<file path="src/rtl/mac_pkg.sv">
// mac_pkg: shared constants, feeder state encoding and lane-slice helper
// for the mac operand path.
//   DATA_WIDTH  - signed operand width (results are 2*DATA_WIDTH)
//   MAX_MACS    - number of operand lanes and the largest legal job length
//   NUM_MACS_W  - width of the job-length field
package mac_pkg;

  localparam int DATA_WIDTH = 8;
  localparam int MAX_MACS   = 64;
  localparam int NUM_MACS_W = 11;

  typedef enum logic [1:0] {
    ST_IDLE   = 2'd0,
    ST_LOAD   = 2'd1,
    ST_ISSUE  = 2'd2,
    ST_RESULT = 2'd3
  } feeder_state_e;

  // LSB position of a lane inside a flattened lane vector.
  function automatic int lane_lsb(input int lane, input int width);
    return lane * width;
  endfunction

endpackage

</file>
<file path="src/rtl/mac_operand_buf.sv">
// mac_operand_buf: per-lane data/weight registers presented as flattened
// vectors for the mac array.
//   clk, rst          - clock, synchronous active-high reset
//   clear_i           - zero every lane (start of a new job)
//   wr_en_i, lane_i   - write data_i/weight_i into lane lane_i
//   data_o, weight_o  - all lanes, lane i at [i*DATA_WIDTH +: DATA_WIDTH]
module mac_operand_buf #(
  parameter int DATA_WIDTH = mac_pkg::DATA_WIDTH,
  parameter int MAX_MACS   = mac_pkg::MAX_MACS,
  parameter int LANE_W     = $clog2(MAX_MACS)
) (
  input  logic                           clk,
  input  logic                           rst,
  input  logic                           clear_i,
  input  logic                           wr_en_i,
  input  logic [LANE_W-1:0]              lane_i,
  input  logic [DATA_WIDTH-1:0]          data_i,
  input  logic [DATA_WIDTH-1:0]          weight_i,
  output logic [MAX_MACS*DATA_WIDTH-1:0] data_o,
  output logic [MAX_MACS*DATA_WIDTH-1:0] weight_o
);
  import mac_pkg::*;

  genvar gi;
  generate
    for (gi = 0; gi < MAX_MACS; gi++) begin : g_lane
      logic [DATA_WIDTH-1:0] data_q, data_d;
      logic [DATA_WIDTH-1:0] weight_q, weight_d;

      always_comb begin
        data_d   = data_q;
        weight_d = weight_q;
        if (clear_i) begin
          data_d   = '0;
          weight_d = '0;
        end else if (wr_en_i && (lane_i == LANE_W'(gi))) begin
          data_d   = data_i;
          weight_d = weight_i;
        end
      end

      always_ff @(posedge clk) begin
        if (rst) begin
          data_q   <= '0;
          weight_q <= '0;
        end else begin
          data_q   <= data_d;
          weight_q <= weight_d;
        end
      end

      assign data_o[lane_lsb(gi, DATA_WIDTH) +: DATA_WIDTH]   = data_q;
      assign weight_o[lane_lsb(gi, DATA_WIDTH) +: DATA_WIDTH] = weight_q;
    end
  endgenerate

endmodule

</file>
<file path="src/rtl/mac_feeder.sv">
// mac_feeder: loads a job of N (data, weight) beats into the operand lanes,
// holds valid to the mac array until it answers, then offers the captured
// result on a valid/ready port.
//   start_i/num_macs_i       - job request and length (IDLE only)
//   in_valid_i/in_ready_o    - operand beat handshake, in_data_i/in_weight_i
//   num_macs_o, mac_valid_o, data_o, weight_o - to the mac array
//   mac_out_i, mac_valid_i   - from the mac array
//   res_valid_o/res_ready_i  - result handshake, res_data_o
//   busy_o                   - not IDLE;  err_o - pulse on illegal length
module mac_feeder #(
  parameter int MAX_MACS   = mac_pkg::MAX_MACS,
  parameter int DATA_WIDTH = mac_pkg::DATA_WIDTH
) (
  input  logic                                  clk,
  input  logic                                  rst,
  input  logic                                  start_i,
  input  logic [mac_pkg::NUM_MACS_W-1:0]        num_macs_i,
  input  logic                                  in_valid_i,
  output logic                                  in_ready_o,
  input  logic [DATA_WIDTH-1:0]                 in_data_i,
  input  logic [DATA_WIDTH-1:0]                 in_weight_i,
  output logic [mac_pkg::NUM_MACS_W-1:0]        num_macs_o,
  output logic                                  mac_valid_o,
  output logic [MAX_MACS*DATA_WIDTH-1:0]        data_o,
  output logic [MAX_MACS*DATA_WIDTH-1:0]        weight_o,
  input  logic [2*DATA_WIDTH-1:0]               mac_out_i,
  input  logic                                  mac_valid_i,
  output logic                                  res_valid_o,
  input  logic                                  res_ready_i,
  output logic signed [2*DATA_WIDTH-1:0]        res_data_o,
  output logic                                  busy_o,
  output logic                                  err_o
);
  import mac_pkg::*;

  localparam int LANE_W = $clog2(MAX_MACS);

  feeder_state_e           state_q, state_d;
  logic [NUM_MACS_W-1:0]   num_macs_q, num_macs_d;
  logic [LANE_W-1:0]       cnt_q, cnt_d;
  logic [2*DATA_WIDTH-1:0] res_q, res_d;
  logic                    err_q, err_d;
  logic                    in_ready_q, mac_valid_q, res_valid_q, busy_q;
  logic                    clear, wr_en;

  always_comb begin
    state_d    = state_q;
    num_macs_d = num_macs_q;
    cnt_d      = cnt_q;
    res_d      = res_q;
    err_d      = 1'b0;
    clear      = 1'b0;
    wr_en      = 1'b0;
    case (state_q)
      ST_IDLE: begin
        if (start_i) begin
          if ((num_macs_i != '0) && (num_macs_i <= NUM_MACS_W'(MAX_MACS))) begin
            state_d    = ST_LOAD;
            num_macs_d = num_macs_i;
            cnt_d      = '0;
            clear      = 1'b1;
          end else begin
            err_d = 1'b1;
          end
        end
      end
      ST_LOAD: begin
        if (in_valid_i) begin
          wr_en = 1'b1;
          // For N = MAX_MACS the counter wraps to 0 here; it is unused
          // until the next job clears it anyway.
          cnt_d = cnt_q + 1'b1;
          if (NUM_MACS_W'(cnt_q) == (num_macs_q - 1'b1)) begin
            state_d = ST_ISSUE;
          end
        end
      end
      ST_ISSUE: begin
        if (mac_valid_i) begin
          res_d   = mac_out_i;
          state_d = ST_RESULT;
        end
      end
      ST_RESULT: begin
        if (res_ready_i) begin
          state_d = ST_IDLE;
        end
      end
      default: state_d = ST_IDLE;
    endcase
  end

  // Handshake flags are registered from the next state so they change
  // exactly with the state register and never glitch.
  always_ff @(posedge clk) begin
    if (rst) begin
      state_q     <= ST_IDLE;
      num_macs_q  <= '0;
      cnt_q       <= '0;
      res_q       <= '0;
      err_q       <= 1'b0;
      in_ready_q  <= 1'b0;
      mac_valid_q <= 1'b0;
      res_valid_q <= 1'b0;
      busy_q      <= 1'b0;
    end else begin
      state_q     <= state_d;
      num_macs_q  <= num_macs_d;
      cnt_q       <= cnt_d;
      res_q       <= res_d;
      err_q       <= err_d;
      in_ready_q  <= (state_d == ST_LOAD);
      mac_valid_q <= (state_d == ST_ISSUE);
      res_valid_q <= (state_d == ST_RESULT);
      busy_q      <= (state_d != ST_IDLE);
    end
  end

  mac_operand_buf #(
    .DATA_WIDTH (DATA_WIDTH),
    .MAX_MACS   (MAX_MACS),
    .LANE_W     (LANE_W)
  ) u_buf (
    .clk      (clk),
    .rst      (rst),
    .clear_i  (clear),
    .wr_en_i  (wr_en),
    .lane_i   (cnt_q),
    .data_i   (in_data_i),
    .weight_i (in_weight_i),
    .data_o   (data_o),
    .weight_o (weight_o)
  );

  assign num_macs_o  = num_macs_q;
  assign in_ready_o  = in_ready_q;
  assign mac_valid_o = mac_valid_q;
  assign res_valid_o = res_valid_q;
  assign res_data_o  = res_q;
  assign busy_o      = busy_q;
  assign err_o       = err_q;

endmodule

</file>
<file path="config.mk">
export PLATFORM = sky130hd
export DESIGN_NAME = mac_feeder
export DESIGN_NICKNAME = d
export VERILOG_FILES = /design/src/rtl/mac_pkg.sv /design/src/rtl/mac_operand_buf.sv /design/src/rtl/mac_feeder.sv
export SDC_FILE = /design/constraint.sdc
export NUM_CORES = 2
export LEC_CHECK = 0
export ABC_AREA = 1
export CAP_MARGIN = 0
export CORE_AREA = 8 8 423 425
export CTS_CLUSTER_SIZE = 40
export DETAILED_ROUTE_END_ITERATION = 12
export DIE_AREA = 0 0 431 433
export DONT_BUFFER_PORTS = 1
export MAX_ROUTING_LAYER = met4
export SYNTH_ARGS = -nofsm -noshare
export SYNTH_HDL_FRONTEND = slang
export SYNTH_SLANG_ARGS = --single-unit
export TNS_END_PERCENT = 50
</file>
<file path="constraint.sdc">
create_clock -name clk -period 1.79 [get_ports clk]
set_input_delay 0.2685 -clock clk [delete_from_list [all_inputs] [get_ports clk]]
set_output_delay 0.2685 -clock clk [all_outputs]
set_load 0.1 [all_outputs]
</file>
# --- Word-level counts from Yosys, hierarchy flattened ---
# Cells that the tools add are included.
# Widths: inputs -> output; s select.
totals:
  reg_bits: 1064
  in_bits: 49
  out_inout_bits: 1056
op_classes:
  add_sub_neg: 2
  magnitude_cmp: 1
  n_eq_ne: 73
  n_mux: 17
  n_bitwise: 2
  reduce_logical: 75
ops:
  columns: ["op", "count"]
  rows:
  - ["$eq 6x6->1 const B", 32]
  - ["$eq 6x5->1 const B", 16]
  - ["$logic_and 1x1->1", 65]
  - ["$eq 6x4->1 const B", 8]
  - ["$eq 6x3->1 const B", 4]
  - ["$mux 6", 3]
  - ["$eq 6x2->1 const B", 2]
  - ["$mux 2", 6]
  - ["$pmux 6 s2", 1]
  - ["$eq 6x11->1", 1]
  - ["$le 11x7->1 const B", 1]
  - ["$reduce_bool 11->1", 1]
  - ["$sub 11x1->11 const B", 1]
  - ["$eq 2x2->1 const B", 4]
  - ["$pmux 2 s4", 1]
  - ["$add 6x1->6 const B", 1]
  - ["$eq 6x1->1 const B", 1]
  - ["$logic_not 6->1", 1]
  - ["$mux 1", 6]
  - ["$ne 2x2->1 const B", 3]
  - ["$eq 2x1->1 const B", 2]
  - ["$reduce_and 4->1", 1]
  - ["$reduce_bool 2->1", 2]
  - ["$reduce_and 3->1", 1]
  - ["other kinds (5)", 6]

# --- Longest topological paths before layout ---
depth:
  word_depth: 6
  depth_mapped: 15
  ltp_nobuf: 15

# --- Hierarchy ---
# From an unflattened synthesis, not the netlist that was laid out.
unflattened:
  cells_unflattened: 6028
  area_unflattened_um2: 41607.4
modules_own_cells:
  columns: ["module", "instances", "cells_per_inst", "area_each_um2"]
  rows:
  - ["mac_operand_buf", 1, 5747, 39664.3]
  - ["mac_feeder", 1, 281, 1943.1]

# --- Worst setup path after synthesis ---
# No wires, ideal clock.
synth_timing:
  kind: "register to register"
  from: "register num_macs_q[0] (netlist: num_macs_o[0])"
  to: "register busy_q (netlist: busy_o)"
  arrival_ps: 2450
  required_ps: 1674
  slack_ps: -776
  path_stages_with_launch: 16
  n_path_buf: 0
  cell_sequence: "dfxtp_1 > inv_1 > ha_1 > or2_2 > nand2_1 > nand2_1 > nand2_1 > nand2_1 > nor2_1 > nand3_1 > nand2_1 > nand2_1 > nand2_1 > nand2_1 > nand2_1 > nand2_1"
synth_between:
  elab_chain_len: 6
synth_rtl:
  columns: ["item", "line_no", "rtl"]
  rows:
  - ["start, declared", "mac_feeder.sv:39", "logic [NUM_MACS_W-1:0] num_macs_q, num_macs_d;"]
  - ["start signal, assigned", "mac_feeder.sv:108", "num_macs_q <= num_macs_d;"]
  - ["$sub 11x1->11", "mac_feeder.sv:73", "if (NUM_MACS_W'(cnt_q) == (num_macs_q - 1'b1)) begin"]
  - ["$eq 6x11->1", "mac_feeder.sv:73", null]
  - ["$mux 2", "mac_feeder.sv:73", null]
  - ["$mux 2", "mac_feeder.sv:68", "if (in_valid_i) begin"]
  - ["$pmux 2 s4", "mac_feeder.sv:54", "case (state_q)"]
  - ["$reduce_bool 2->1", "mac_feeder.sv:115", "busy_q <= (state_d != ST_IDLE);"]
  - ["end signal, assigned", "mac_feeder.sv:115", null]
  - ["end, declared", "mac_feeder.sv:43", "logic in_ready_q, mac_valid_q, res_valid_q, busy_q;"]
# Every way passes these cells.
# A chain may end at the register's enable or synchronous reset.

# --- Final worst setup path ---
layout_timing:
  from: "register state_q[0]"
  to: "register u_buf.g_lane[9].data_q[1]"
layout_between:
  elab_chain_len: 3
  elab_cells_between_ends: 6
  classes_between: "eq/ne: 1; mux: 2; reduce/logical: 3"
layout_rtl:
  columns: ["item", "line_no", "rtl"]
  rows:
  - ["start, declared", "mac_feeder.sv:38", "feeder_state_e state_q, state_d;"]
  - ["start signal, assigned", "mac_feeder.sv:107", "state_q <= state_d;"]
  - ["$eq 2x1->1 / $logic_not 2->1 (equally long branches)", "mac_feeder.sv:54", null]
  - ["$mux 1", "mac_feeder.sv:54", null]
  - ["$logic_and 1x1->1 / $reduce_or 2->1 (equally long branches)", null, null]
  - ["end signal, assigned", "mac_operand_buf.sv:47", "data_q <= data_d;"]
  - ["end, declared", "mac_operand_buf.sv:27", "logic [DATA_WIDTH-1:0] data_q, data_d;"]
# Several ways; a longest one is shown, not always the timed one.

==> reports/qor.csv <==
stage,metric,value,unit
worst_setup_path,cp_cell_sequence,buf_4 -> nor2_4 -> inv_2 -> nor2_4 -> nand2_4 -> nand2_8 -> buf_12 -> buf_16 -> buf_12 -> buf_12 -> buf_12 -> clkbuf_16 -> a21oi_1,
worst_setup_path,crit_slowest_cell,dfxtp_2,
yosys,syn_area,0.03942,mm2
worst_setup_path,path_max_fanout,6,
detailed_routing,vias_per_cell,4.990,
clocking,clkTransAtPathRegs,0.06,ns
layout,fin_nets,6212,
yosys,ys_seq_area_share,54.03,%
worst_setup_path,worstSetupPathType,flop to flop,
sta,worst_hold_slack,-0.3016,ns
sta,worst_slack,-0.1723,ns
grt,grt.total_usage,21.18,%
layout,drive_gt1_share,30.90,%
place,port_buffers,0,
place,post-place-ws,-0.4018,ns
floorplanning,ios,1105,
yosys,yosysTopAreaCellShare,54.03,%
sta,relSlewSlack,55.31,%
floorplanning,dieArea,0.1866,mm2
detailed_routing,wire_per_inst,24.95,um
sta,finalHoldViolations,122,
worst_setup_path,crit_family,buffers and inverters,
detailed_routing,vias,42820,
sta,period_share,109.6,%
yosys,synth_async_sr_flop_share,0,%
power_and_ir_drop,vdd_drop_max,0.8312,mV
sta,fin_skew,0.04130,ns
yosys,synth-seq-cells,1064,
run_status,failed_checks,"negative hold slack, negative setup slack",
sta,rsz0062_at_grt,true,
clocking,htree_num_levels,3,
worst_setup_path,arrival,2.60,ns
floorplanning,core_area,0.1725,mm2
yosys,synthCells,4919,
run,cap_violations,0,
min_path,hold_path.class,primary input to flop,
grt,antenna_found_initial,7,
worst_setup_path,critPathRequiredTime,2.42,ns
yosys,synth_cell_types,31,
yosys,avgSynthCellArea,8.015,um2
floorplanning,die_x,431,um
sta,setup_viol_count_final,625,
clocking,cts_buffers,112,
clocking,cts_root_buffer,clkbuf_16,
yosys,synthFlopType,dfxtp_1,
yosys,synthTopCellsByCount,"nand2_1, dfxtp_1, a21oi_1",
grt,grt_pass1_vias,38980,
worst_setup_path,cp-start-kind,flop,
detailed_routing,drt-pass1-iter-count,8,
yosys,synth_area_leaders,"dfxtp_1, a21oi_1, nand3_1, nand2_1, clkbuf_1",
worst_setup_path,crit_buf_inv,8,
detailed_routing,ant_nets,0,
yosys,yosysWarnings,0,
clocking,cts_max_path_buffers,3,
yosys,yosysMostFrequentCell,nand2_1,
power_and_ir_drop,power_density,820.9,mW/mm2
worst_setup_path,endpoint_kind,flop,
floorplanning,initial_core_util,22.86,%
detailed_routing,remaining_drc_errors,0,
detailed_routing,drtIter0Drc,4716,
yosys,synth_nets,4973,
run_status,run_status,"complete, but fails checks",
detailed_routing,drt_wl_total,214100,um
sta,fin_crit,1.962,ns
clocking,cts_tree,done,
sta,tightest_slew,0.6703,ns
grt,grt_pass1_wl,285100,um
yosys,synth_largest_area_cell,dfxtp_1,
floorplanning,die_y,433,um
place,place.gp.congestion,0.8761,
yosys,synth-edff-count,0,
place,dp_hpwl,135000,um
sta,max_freq,0.5096,GHz
grt,grt.overflow.total,0,
clocking,clk_latency,0.75,ns
clocking,tritoncts_num_sinks,1064,
worst_setup_path,crit_path_max_incr_delay,0.33,ns
grt,grt_max_degree,63,
layout,area_growth,54.21,%
sta,maxSlewViolCount,0,
worst_setup_path,crit_top_cell,buf_12,
floorplanning,num_rows,153,
power_and_ir_drop,power_leakage,22.99,nW
## power by group
group | switching [W] | internal [W] | leakage, nW
Clock | 0.0103 | 0.0135 | 1.80
Combinational | 0.00158 | 0.000791 | 12.6
Sequential | 0.00000875 | 0.0237 | 8.58
Total | 0.0119 | 0.0380 | 23.0
## layout by cell type, fill, tap and decap left out, types with 4 or more instances in the layout
cell type      netlist  layout
buf_6                4      42
nand3_1            933     906
nand4_1             13      13
nand3_4              0       6
inv_4                0       7
clkbuf_16            0     144
buf_8                0      21
mux2i_1             64      64
nand2_1           1067    1031
diode_2              0       6
clkinv_2             0      12
clkbuf_8             0      19
or2_4                0       5
nor2_4               1      19
dfxtp_1           1064    1041
nand2_2              0      21
a21oi_2              0      43
buf_12               0     141
dlygate4sd3_1        0      50
inv_1               62      49
nor2_2               3       7
xor2_1               4       4
or2_0               42      40
clkinv_4             0       4
ha_4                 0       4
nand2_8              0       4
dfxtp_4              0       6
buf_16               0      63
nor2_1             116      94
nor4_4               4       4
a21oi_1            992     949
clkbuf_1           242      41
nand2_4              1      12
buf_4               59    1276
nand3_2              0      21
inv_2                3       7
dfxtp_2              0      17
bufinv_16            0       7
o21ai_0             24      23
## registers in the layout, indices dropped and copies added (netlist names), 2 cells and up
| register | cells |
|---|---|
| num_macs_o | 11 |
| u_buf.g_lane.data_q | 512 |
| res_data_o | 16 |
| state_q | 2 |
| cnt_q | 6 |
| u_buf.g_lane.weight_q | 512 |
## worst paths after layout
path                                      from                            to  slack (ns)  cells after the start
setup / recovery                    state_q[0]     u_buf.g_lane[9].data_q[1]       -0.17                     13
hold / removal                  in_weight_i[4]  u_buf.g_lane[30].weight_q[4]       -0.30                      2
setup reg to reg                    state_q[0]     u_buf.g_lane[9].data_q[1]       -0.17                     13
hold reg to reg   u_buf.g_lane[60].weight_q[3]  u_buf.g_lane[60].weight_q[3]        0.46                      2
## area by class of cell
class | instances | area (um2)
tap | 2325 | 2909
clock inverter | 33 | 467.9
sequential | 1064 | 21340
timing repair buffer | 1625 | 16230
clock buffer | 173 | 3243
antenna | 6 | 15.01
multi-input combinational | 3289 | 16310
fill | 17250 | 111700
inverter | 66 | 276.5
## worst reg2reg max path, stage by stage (launching register included)
cell	delay [ns]
dfxtp_2	0.33
buf_4	0.15
nor2_4	0.12
inv_2	0.06
nor2_4	0.14
nand2_4	0.08
nand2_8	0.12
buf_12	0.12
buf_16	0.12
buf_12	0.12
buf_12	0.15
buf_12	0.15
clkbuf_16	0.15
a21oi_1	0.05
## per-stage QoR
stage               util [%]  power (W)  setup TNS [ns]  instances  instance area, um2
floorplan                  -    0.02510          -4.678       4919               39480
CTS                    34.21    0.04982          -17.45       8517               59010
detailed placement     30.44    0.02513         -136.09       8166               52510
finish                 35.25    0.04991          -36.01       8581               60800
global placement       30.44    0.02512         -135.82       8166               52510
global route           35.24    0.05123          -94.38       8579               60790
## per-layer routing
metal	global-route usage (%)	vias to the layer above	share of wire, %
li1	-	19060	-
met1	23.74	20470	36
met3	5.450	639	10
met2	34.29	2652	47
met4	12.19	0	7.0
met5	-	-	0
## repair_timing
action                                   CTS  global route
resized for setup                        169           169
endpoints found under the setup margin  1076          1012
buffers inserted                          64            19
hold buffers                              57             8
hold endpoints to repair                1058           366
cloned                                    26            37
pin swaps                                 26            51
## kinds of logic (layout without fill, tap and decap cells)
| kind of cell | after synthesis | after routing | share of synthesized area, % |
|---|---|---|---|
| AND/OR/NAND/NOR | 2194 | 2194 | 24.56 |
| flip-flops | 1064 | 1064 | 54.03 |
| AO/OA/AOI/OAI | 1019 | 1019 | 12.95 |
| buffers and inverters | 566 | 1897 | 6.516 |
| multiplexers | 64 | 64 | 1.625 |
| XOR/XNOR | 7 | 7 | 0.1555 |
| adder cells (fa/ha/maj) | 5 | 5 | 0.1587 |
| other | 0 | 6 | 0 |
Power figures use the tool's default switching activity.
